--- src/rtl/sync_fifo_pkg.sv ---
// sync_fifo_pkg: shared widths and defaults for sync_fifo.
// Provides ptr_w(), which gives the pointer width $clog2(DEPTH)+1, and the
// default N and DEPTH. Optional feature macro used elsewhere: SYNC_FIFO_COUNT_EN.
package sync_fifo_pkg;
    localparam int N_DEF     = 8;
    localparam int DEPTH_DEF = 8;
    // The extra MSB tells full apart from empty when the low bits match.
    function automatic int ptr_w(input int depth);
        return $clog2(depth) + 1;
    endfunction
endpackage

--- src/rtl/sync_fifo_if.sv ---
// sync_fifo_if: handshake bundle between a producer/consumer and sync_fifo.
// Signals: wr_en, wr_data[N], rd_en (from master); rd_data[N], full, empty,
// overflow, underflow, and count[$clog2(DEPTH)+1] when SYNC_FIFO_COUNT_EN is
// defined (from slave).
// modport master: the producer/consumer side. modport slave: the FIFO side.
interface sync_fifo_if
    import sync_fifo_pkg::*;
#(
    parameter int N     = N_DEF,
    parameter int DEPTH = DEPTH_DEF
);
    logic         wr_en;
    logic [N-1:0] wr_data;
    logic         rd_en;
    logic [N-1:0] rd_data;
    logic         full;
    logic         empty;
    logic         overflow;
    logic         underflow;
`ifdef SYNC_FIFO_COUNT_EN
    logic [$clog2(DEPTH):0] count;
    modport master (output wr_en, wr_data, rd_en,
                    input  rd_data, full, empty, overflow, underflow, count);
    modport slave  (input  wr_en, wr_data, rd_en,
                    output rd_data, full, empty, overflow, underflow, count);
`else
    modport master (output wr_en, wr_data, rd_en,
                    input  rd_data, full, empty, overflow, underflow);
    modport slave  (input  wr_en, wr_data, rd_en,
                    output rd_data, full, empty, overflow, underflow);
`endif
endinterface

--- src/rtl/sync_fifo_ptr.sv ---
// fifo_ptr: wrap-around pointer counter for sync_fifo.
// Ports: clk, rst (async, active-low), inc (advance by one), ptr[W] (current value).
// The pointer wraps naturally modulo 2**W.
module fifo_ptr #(
    parameter int W = 4
) (
    input  logic         clk,
    input  logic         rst,
    input  logic         inc,
    output logic [W-1:0] ptr
);
    always_ff @(posedge clk or negedge rst)
        if (!rst)
            ptr <= '0;
        else if (inc)
            ptr <= ptr + 1'b1;
endmodule

--- src/rtl/sync_fifo.sv ---
// sync_fifo: parameterised synchronous FIFO with full/empty flags and error pulses.
// Ports: clk, rst (async, active-low), bus (sync_fifo_if.slave): wr_en/wr_data
// in, rd_en in, rd_data out (registered), full, empty, overflow, underflow
// (one-cycle pulses), count (only when SYNC_FIFO_COUNT_EN is defined).
// DEPTH must be a power of two, and at least 2.
module sync_fifo
    import sync_fifo_pkg::*;
#(
    parameter int N     = N_DEF,
    parameter int DEPTH = DEPTH_DEF
) (
    input logic        clk,
    input logic        rst,
    sync_fifo_if.slave bus
);
    localparam int AW = $clog2(DEPTH);
    localparam int PW = ptr_w(DEPTH);

    logic [PW-1:0] wp, rp;
    logic [N-1:0]  mem [DEPTH];
    logic          wr_ok, rd_ok;

    assign bus.empty = wp == rp;
    assign bus.full  = (wp[PW-1] != rp[PW-1]) && (wp[AW-1:0] == rp[AW-1:0]);
    // When full, a write is refused even if a read is accepted on the same edge.
    // When empty, a read is refused even if a write is accepted on the same edge.
    assign wr_ok = bus.wr_en && !bus.full;
    assign rd_ok = bus.rd_en && !bus.empty;

    fifo_ptr #(.W(PW)) u_wp (.clk(clk), .rst(rst), .inc(wr_ok), .ptr(wp));
    fifo_ptr #(.W(PW)) u_rp (.clk(clk), .rst(rst), .inc(rd_ok), .ptr(rp));

    always_ff @(posedge clk)
        if (wr_ok)
            mem[wp[AW-1:0]] <= bus.wr_data;

    always_ff @(posedge clk or negedge rst)
        if (!rst) begin
            bus.rd_data   <= '0;
            bus.overflow  <= 1'b0;
            bus.underflow <= 1'b0;
        end else begin
            if (rd_ok)
                bus.rd_data <= mem[rp[AW-1:0]];
            bus.overflow  <= bus.wr_en && bus.full;
            bus.underflow <= bus.rd_en && bus.empty;
        end

`ifdef SYNC_FIFO_COUNT_EN
    assign bus.count = wp - rp;
`endif
endmodule
--- src/flat_wrapper.sv ---
// flat-port wrapper written by rule: the top's interface ports become plain ports
module sync_fifo_flat import sync_fifo_pkg::*;
#(
    parameter int N     = N_DEF,
    parameter int DEPTH = DEPTH_DEF
)
  (clk, rst, bus_wr_en, bus_wr_data, bus_rd_en, bus_rd_data, bus_full, bus_empty, bus_overflow, bus_underflow);
  sync_fifo_if #(.N(N), .DEPTH(DEPTH)) bus_i ();
  input logic clk;
  input logic rst;
  input wire logic [$bits(bus_i.wr_en)-1:0] bus_wr_en;
  input wire logic [$bits(bus_i.wr_data)-1:0] bus_wr_data;
  input wire logic [$bits(bus_i.rd_en)-1:0] bus_rd_en;
  output wire logic [$bits(bus_i.rd_data)-1:0] bus_rd_data;
  output wire logic [$bits(bus_i.full)-1:0] bus_full;
  output wire logic [$bits(bus_i.empty)-1:0] bus_empty;
  output wire logic [$bits(bus_i.overflow)-1:0] bus_overflow;
  output wire logic [$bits(bus_i.underflow)-1:0] bus_underflow;
  assign bus_i.wr_en = bus_wr_en;
  assign bus_i.wr_data = bus_wr_data;
  assign bus_i.rd_en = bus_rd_en;
  assign bus_rd_data = bus_i.rd_data;
  assign bus_full = bus_i.full;
  assign bus_empty = bus_i.empty;
  assign bus_overflow = bus_i.overflow;
  assign bus_underflow = bus_i.underflow;
  sync_fifo #(.N(N), .DEPTH(DEPTH)) u_core (.clk(clk), .rst(rst), .bus(bus_i));
endmodule
--- config.mk ---
export PLATFORM = sky130hd
export DESIGN_NAME = sync_fifo_flat
export DESIGN_NICKNAME = d
export VERILOG_FILES = /design/src/rtl/sync_fifo_pkg.sv /design/src/rtl/sync_fifo_if.sv /design/src/rtl/sync_fifo_ptr.sv /design/src/rtl/sync_fifo.sv /design/src/flat_wrapper.sv
export SDC_FILE = /design/constraint.sdc
export NUM_CORES = 1
export LEC_CHECK = 0
export CORE_ASPECT_RATIO = 0.8
export CORE_UTILIZATION = 30
export CTS_CLUSTER_DIAMETER = 80
export DETAILED_ROUTE_END_ITERATION = 8
export RECOVER_POWER = 100
export SYNTH_ARGS = -nofsm -noshare
export SYNTH_HDL_FRONTEND = slang
export SYNTH_SLANG_ARGS = --single-unit
--- constraint.sdc ---
create_clock -name clk -period 2.25 [get_ports clk]
set_input_delay 0.45 -clock clk [delete_from_list [all_inputs] [get_ports clk]]
set_output_delay 0.45 -clock clk [all_outputs]
set_load 0.02 [all_outputs]
==> impl_metrics.toml, run 1 <==
[floorplanning]
dieHeight_um = 95.2
num_rows = 33
core-area_um2 = 10400
io_pins = 24
dieArea_um2 = 11300
dieWidth_um = 119
start_util_pct = 31.3

[pwr]
seqPwrFrac_pct = 40.1
p_per_area_nw_per_um2 = 1330
worst_ir_drop_vdd_mv = 0.547
p_int_w = 0.00354
swShare_pct = 33.9
leakage_nw = 1.40
p_sw_w = 0.00182
clkPwrFrac_pct = 25.1
pwr-share-comb_pct = 34.8

[hold_path]
hp-class = "flip-flop to flip-flop"
hold_depth = 2

[cells_and_area]
drive_above_1_share_pct = 22.8
area_growth_pct = 23.3
num_antenna_cells = 0
fin_nets = 233
fin_util_pct = 38.6

[critical_path]
path_class = "flip-flop to output pin"
required_ns = 1.80
start_kind = "flip-flop"
worstPathArrival_ns = 1.68
reg2regPathDepth = 4
crit_fanout = 4
cp-end-kind = "output pin"

[synthesis]
synth_fa_ha_area_share_pct = 0.768
synth-compound-area-share_pct = 2.57
synth_top_family_by_area = "multiplexers"
synthXorXnorAreaFrac_pct = 3.42
synth_edf_count = 64
synth_area_per_cell_um2 = 18.9
synthDistinctLibCells = 25
synth_nets = 186
yosysMostFrequentCell = "edfxtp_1"
synthSimpleGateAreaFrac_pct = 4.38
yosys.area.top_type = "edfxtp_1"
ys_seq_area_share_pct = 72.8
synth_common_cells = "edfxtp_1, dfrtp_1, mux4_2, nand2_1"
yosys_register_bits = 82
yosys-mux-area-fraction_pct = 14.2
synthCells = 172
synth_top_flop_cell = "edfxtp_1"
async_reset_ff_share_pct = 22.0
syn-cell-area_um2 = 3260
synth_area_leaders = "edfxtp_1, dfrtp_1, mux4_2, mux2i_1, xor2_1"
netlist.area_leader.share_pct = 59.0
yosys_warnings = 0

[route]
drtIter0Drc = 71
route.detailed.drc = 0
vias = 1628
wl_per_cell_um = 16.6
finalWirelength_mm = 6.05
first_pass_iters = 4
viasPerCell = 4.47
ant_nets = 0

[timing]
slew-limit-headroom_pct = 28.2
timing.final.crit_period_ns = 2.13
rsz0062_at_grt = "false"
timing.final.crit_share_pct = 94.5
drv_slew = 0
worst-slew-pin-transition_ns = 1.07
skew_ns = 0.00628
hold_viol_final = 0
fmax_mhz = 470
totalNegativeSetupSlack_ns = 0
setup_viol = 0
fin_ws_ns = 0.124

[global_routing]
antenna_found_initial = 0
track_usage_pct = 11.6
grt_max_degree = 21
grt_pass1_vias = 1619
grt.overflow.total = 0
grt_pass1_wl_mm = 9.11

[cts]
cts.path.max_buffers = 2
htree_levels = 3
clkSinkCount = 82
cts-buffers-inserted = 9
cts_tree = "done"
clock_latency_ns = 0.34
cts_hold_buf = 0
clkTransAtPathRegs_ns = 0.06
post_cts_buffers = 0
cts-root-buf = "clkbuf_16"

[outcome]
run_status = "finished, final reports clean"

[place]
place_ws_ns = 0.0906
io_buffers = 23
place_congestion = 0.702
place_hpwl_mm = 3.89

[job]
drv.max_cap_violation_count = 0
-- layer usage --
layer  vias up  GRT usage (%)  wire, µm
li1        765              -         -
met1       817           14.6      2770
met2        37           17.7      2840
met3         9           5.26       356
met4         0           4.11        74
met5         -              0         0
-- power groups by stage --
stage	Clock (W)	Combinational (W)	Sequential, W
after detailed placement	0	0.00194	0.00218
after global placement	0	0.00192	0.00217
after floorplan	0	0.00121	0.00224
after global routing	0.00145	0.00204	0.00218
after CTS	0.00138	0.00193	0.00215
final	0.00134	0.00186	0.00215
-- layout by cell type, fill, tap and decap left out, types with 2 or more instances in the layout --
cell type and count:
xor2_2 3, dfrtp_1 18, clkinvlp_4 4, nor2_1 8
clkinv_4 3, and2_1 2, clkbuf_2 8, inv_1 3
o21ai_1 2, clkdlybuf4s50_1 2, o41ai_4 2, clkbuf_1 10
dlygate4sd3_1 19, mux2_1 2, o21ai_0 6, nand2b_1 3
xor2_1 4, mux4_2 16, buf_4 4, edfxtp_1 64
ha_1 2, nor3_1 4, xnor2_1 4, clkbuf_16 9
nand2_1 9, mux2i_1 8
-- final cells by class --
type | instances | area [µm²]
Clock buffer | 9 | 225
Clock inverter | 7 | 56.3
Fill cell | 977 | 6390
Inverter | 3 | 11.3
Multi-Input combinational cell | 80 | 861
Sequential cell | 82 | 2370
Tap cell | 140 | 175
Timing Repair Buffer | 43 | 318
-- final timing paths --
kind                                       start               endpoint  slack [ns]
max                           u_core.u_rp.ptr[0]               bus_full        0.12
max in group asynchronous                    rst  u_core.bus.rd_data[1]        0.82
min                        u_core.bus.rd_data[5]  u_core.bus.rd_data[5]        0.47
min reg2reg                u_core.bus.rd_data[5]  u_core.bus.rd_data[5]        0.47
max reg2reg                   u_core.u_rp.ptr[1]       u_core.mem[7][3]        0.16
min in group asynchronous                    rst     u_core.u_wp.ptr[0]        0.82
-- through the flow --
step / instances / hold WS (ns) / power (W) / instance area [µm²]
5_1_grt: 364 / 0.509 / 0.00567 / 4020
3_3_place_gp: 347 / 0.471 / 0.00408 / 3780
3_5_place_dp: 347 / 0.475 / 0.00412 / 3780
2_1_floorplan: 172 / 0.154 / 0.00345 / 3260
4_1_cts: 363 / 0.452 / 0.00546 / 4060
6_report: 364 / 0.471 / 0.00536 / 4020
-- critical path, cell delays in order, from the launching register on --
cell and delay [ns]:
dfrtp_1 0.41, xor2_2 0.24, or2_1 0.29, nor3_1 0.19
clkbuf_2 0.21
-- flip-flops by register name, summed over array words and instances (netlist names) --
register,count
u_core.u_wp.ptr,4
u_core.bus.rd_data,8
u_core.bus.underflow,1
u_core.bus.overflow,1
u_core.u_rp.ptr,4
u_core.mem,64
-- what timing repair did --
| action | in CTS | in global routing |
|---|---|---|
| pin swaps | 0 | 1 |
| setup endpoints to repair | 2 | 3 |
| gates resized for setup | 2 | 8 |
| cloned | 0 | 1 |
-- cells by family after synthesis --
group / after synthesis
AO/OA/AOI/OAI: 10
XOR/XNOR: 11
adder cells (fa/ha/maj): 2
buffers and inverters: 11
flip-flops: 82
multiplexers: 26
AND/OR/NAND/NOR: 30
No activity file was read; power rests on OpenSTA's default activity.
==> run 2, diff against run 1 <==
CORE_UTILIZATION = 48   (was 30)
PLACE_DENSITY = 0.67   (was not set)
clock period = 2.2 ns   (was 2.25 ns; I/O delays follow)
==> run 2 against run 1 <==
Net effect:
- non-clock buffer count increased by 4
- power decreased by 4.4%
- via count rose by 0.43%
- largest power group unchanged
- first-iteration DRC count rose by 5.6%
==> impl_metrics.toml, run 2 (synthesis gave the netlist of run 1 again) <==
[outcome]
run_status = "finished, final reports clean"

[route]
drtIter0Drc = 75
vias = 1635
ant_nets = 0
first_pass_iters = 4
viasPerCell = 5.26
finalWirelength_mm = 5.80
route.detailed.drc = 0
wl_per_cell_um = 18.7

[critical_path]
critPathMaxStageDelay_ns = 0.53
crit_buf_inv = 2
worstPathArrival_ns = 2.16
crit_family = "compound AO/OA/AOI/OAI gates"
start_kind = "flip-flop"
cp-end-kind = "flip-flop"
path_class = "flip-flop to flip-flop"
crit_slowest_cell = "o41ai_4"
cp_cell_sequence = "xor2_2, clkbuf_1, o41ai_4, or2_0, nor3_1, clkbuf_2"
crit_fanout = 8
required_ns = 2.26

[place]
place_congestion = 0.697
io_buffers = 23
place_hpwl_mm = 3.95

[pwr]
worst_ir_drop_vdd_mv = 0.594
p_per_area_nw_per_um2 = 1330
leakage_nw = 1.40
finalPower_w = 0.00512

[cts]
htree_levels = 3
cts_tree = "done"
clkSinkCount = 82
cts.path.max_buffers = 2
clkTransAtPathRegs_ns = 0.08
cts_hold_buf = 0
cts-buffers-inserted = 9
clock_latency_ns = 0.34
cts-root-buf = "clkbuf_8"

[timing]
drv_slew = 0
setup_viol = 0
fmax_mhz = 475
rsz0062_at_grt = "false"
worst-slew-pin-transition_ns = 1.06
holdWs_ns = 0.475
slew-limit-headroom_pct = 29.7
timing.final.crit_period_ns = 2.10
totalNegativeSetupSlack_ns = 0
hold_viol_final = 0
timing.final.crit_share_pct = 95.6
skew_ns = 0.0104

[floorplanning]
io_pins = 24
dieHeight_um = 75.7
num_rows = 26
core-area_um2 = 6470
dieArea_um2 = 7130
dieWidth_um = 94.1
start_util_pct = 50.3

[cells_and_area]
fin_nets = 236
largest_reg_flops = 64
layout_commonest_cell = "edfxtp_1"
fillerInstances = 494
num_antenna_cells = 0
area_growth_pct = 18.4
layout_common_cells = "edfxtp_1, dlygate4sd3_1, dfrtp_1"
seqCellArea_um2 = 2370
multiInputGateArea_um2 = 837
drive_above_1_share_pct = 22.9

[global_routing]
grt_max_degree = 20
grt.overflow.total = 0
grt_pass1_vias = 1684
grt_pass1_wl_mm = 8.94
antenna_found_initial = 0
track_usage_pct = 18.7

[job]
drv.max_cap_violation_count = 0

[hold_path]
hp-class = "flip-flop to flip-flop"
run 2: cell types whose count changed in the layout (fill, tap and decap cells not counted), moves of 3 or more:
cell and change:
clkinvlp_4 -4, clkbuf_16 -9, clkinv_1 +3, clkbuf_8 +9, clkbuf_2 +5
run 2: through the flow:
step	instances	cell area [µm²]	util, %	setup slack, ns
2_1_floorplan	172	3260	-	0.0116
3_3_place_gp	295	3740	57.7	0.151
3_5_place_dp	295	3740	57.7	0.0872
4_1_cts	311	3930	60.6	0.00540
5_1_grt	311	3860	59.6	0.0209
6_report	311	3860	59.6	0.0967
run 2: cell type report:
cell class | instances | share of cell area (%)
clock buffer | 9 | 3.21
clock inverter | 7 | 1.75
inverter | 3 | 0.292
multi-input combinational | 79 | 21.7
sequential | 82 | 61.5
tap | 84 | 2.72
timing repair buffer | 47 | 8.88
run 2: repair_timing:
item	in CTS	in global routing
endpoints found under the setup margin	2	2
resized for setup	3	5
setup buffers	0	0
endpoints found under the hold margin	0	0
run 2: final timing paths:
check / startpoint / endpoint / slack, ns / cells past startpoint
setup / recovery: u_core.u_rp.ptr[0] / u_core.mem[4][1] / 0.1 / 6
hold / removal: u_core.bus.rd_data[1] / u_core.bus.rd_data[1] / 0.47 / 2
setup reg to reg: u_core.u_rp.ptr[0] / u_core.mem[4][1] / 0.1 / 6
hold reg to reg: u_core.bus.rd_data[1] / u_core.bus.rd_data[1] / 0.47 / 2
max in group asynchronous: rst / u_core.u_wp.ptr[3] / 0.77 / 2
min in group asynchronous: rst / u_core.bus.overflow / 0.79 / 2
run 2: worst register-to-register path, cell delays in order (launching register included):
cell	delay, ns
dfrtp_1	0.41
xor2_2	0.18
clkbuf_1	0.17
o41ai_4	0.53
or2_0	0.24
nor3_1	0.06
clkbuf_2	0.23
run 2: power by group:
| part | switching (W) | internal, W |
|---|---|---|
| clock | 0.000527 | 0.000523 |
| sequential | 0.000170 | 0.00204 |
| combinational | 0.00103 | 0.000831 |
run 2: routing by layer:
metal	vias up	part of all wire (%)	global-route usage [%]
met5	-	0	0
met4	0	0.76	5.64
met3	5	2.9	6.59
met2	29	53	32.4
met1	840	43	22.5
li1	761	-	-
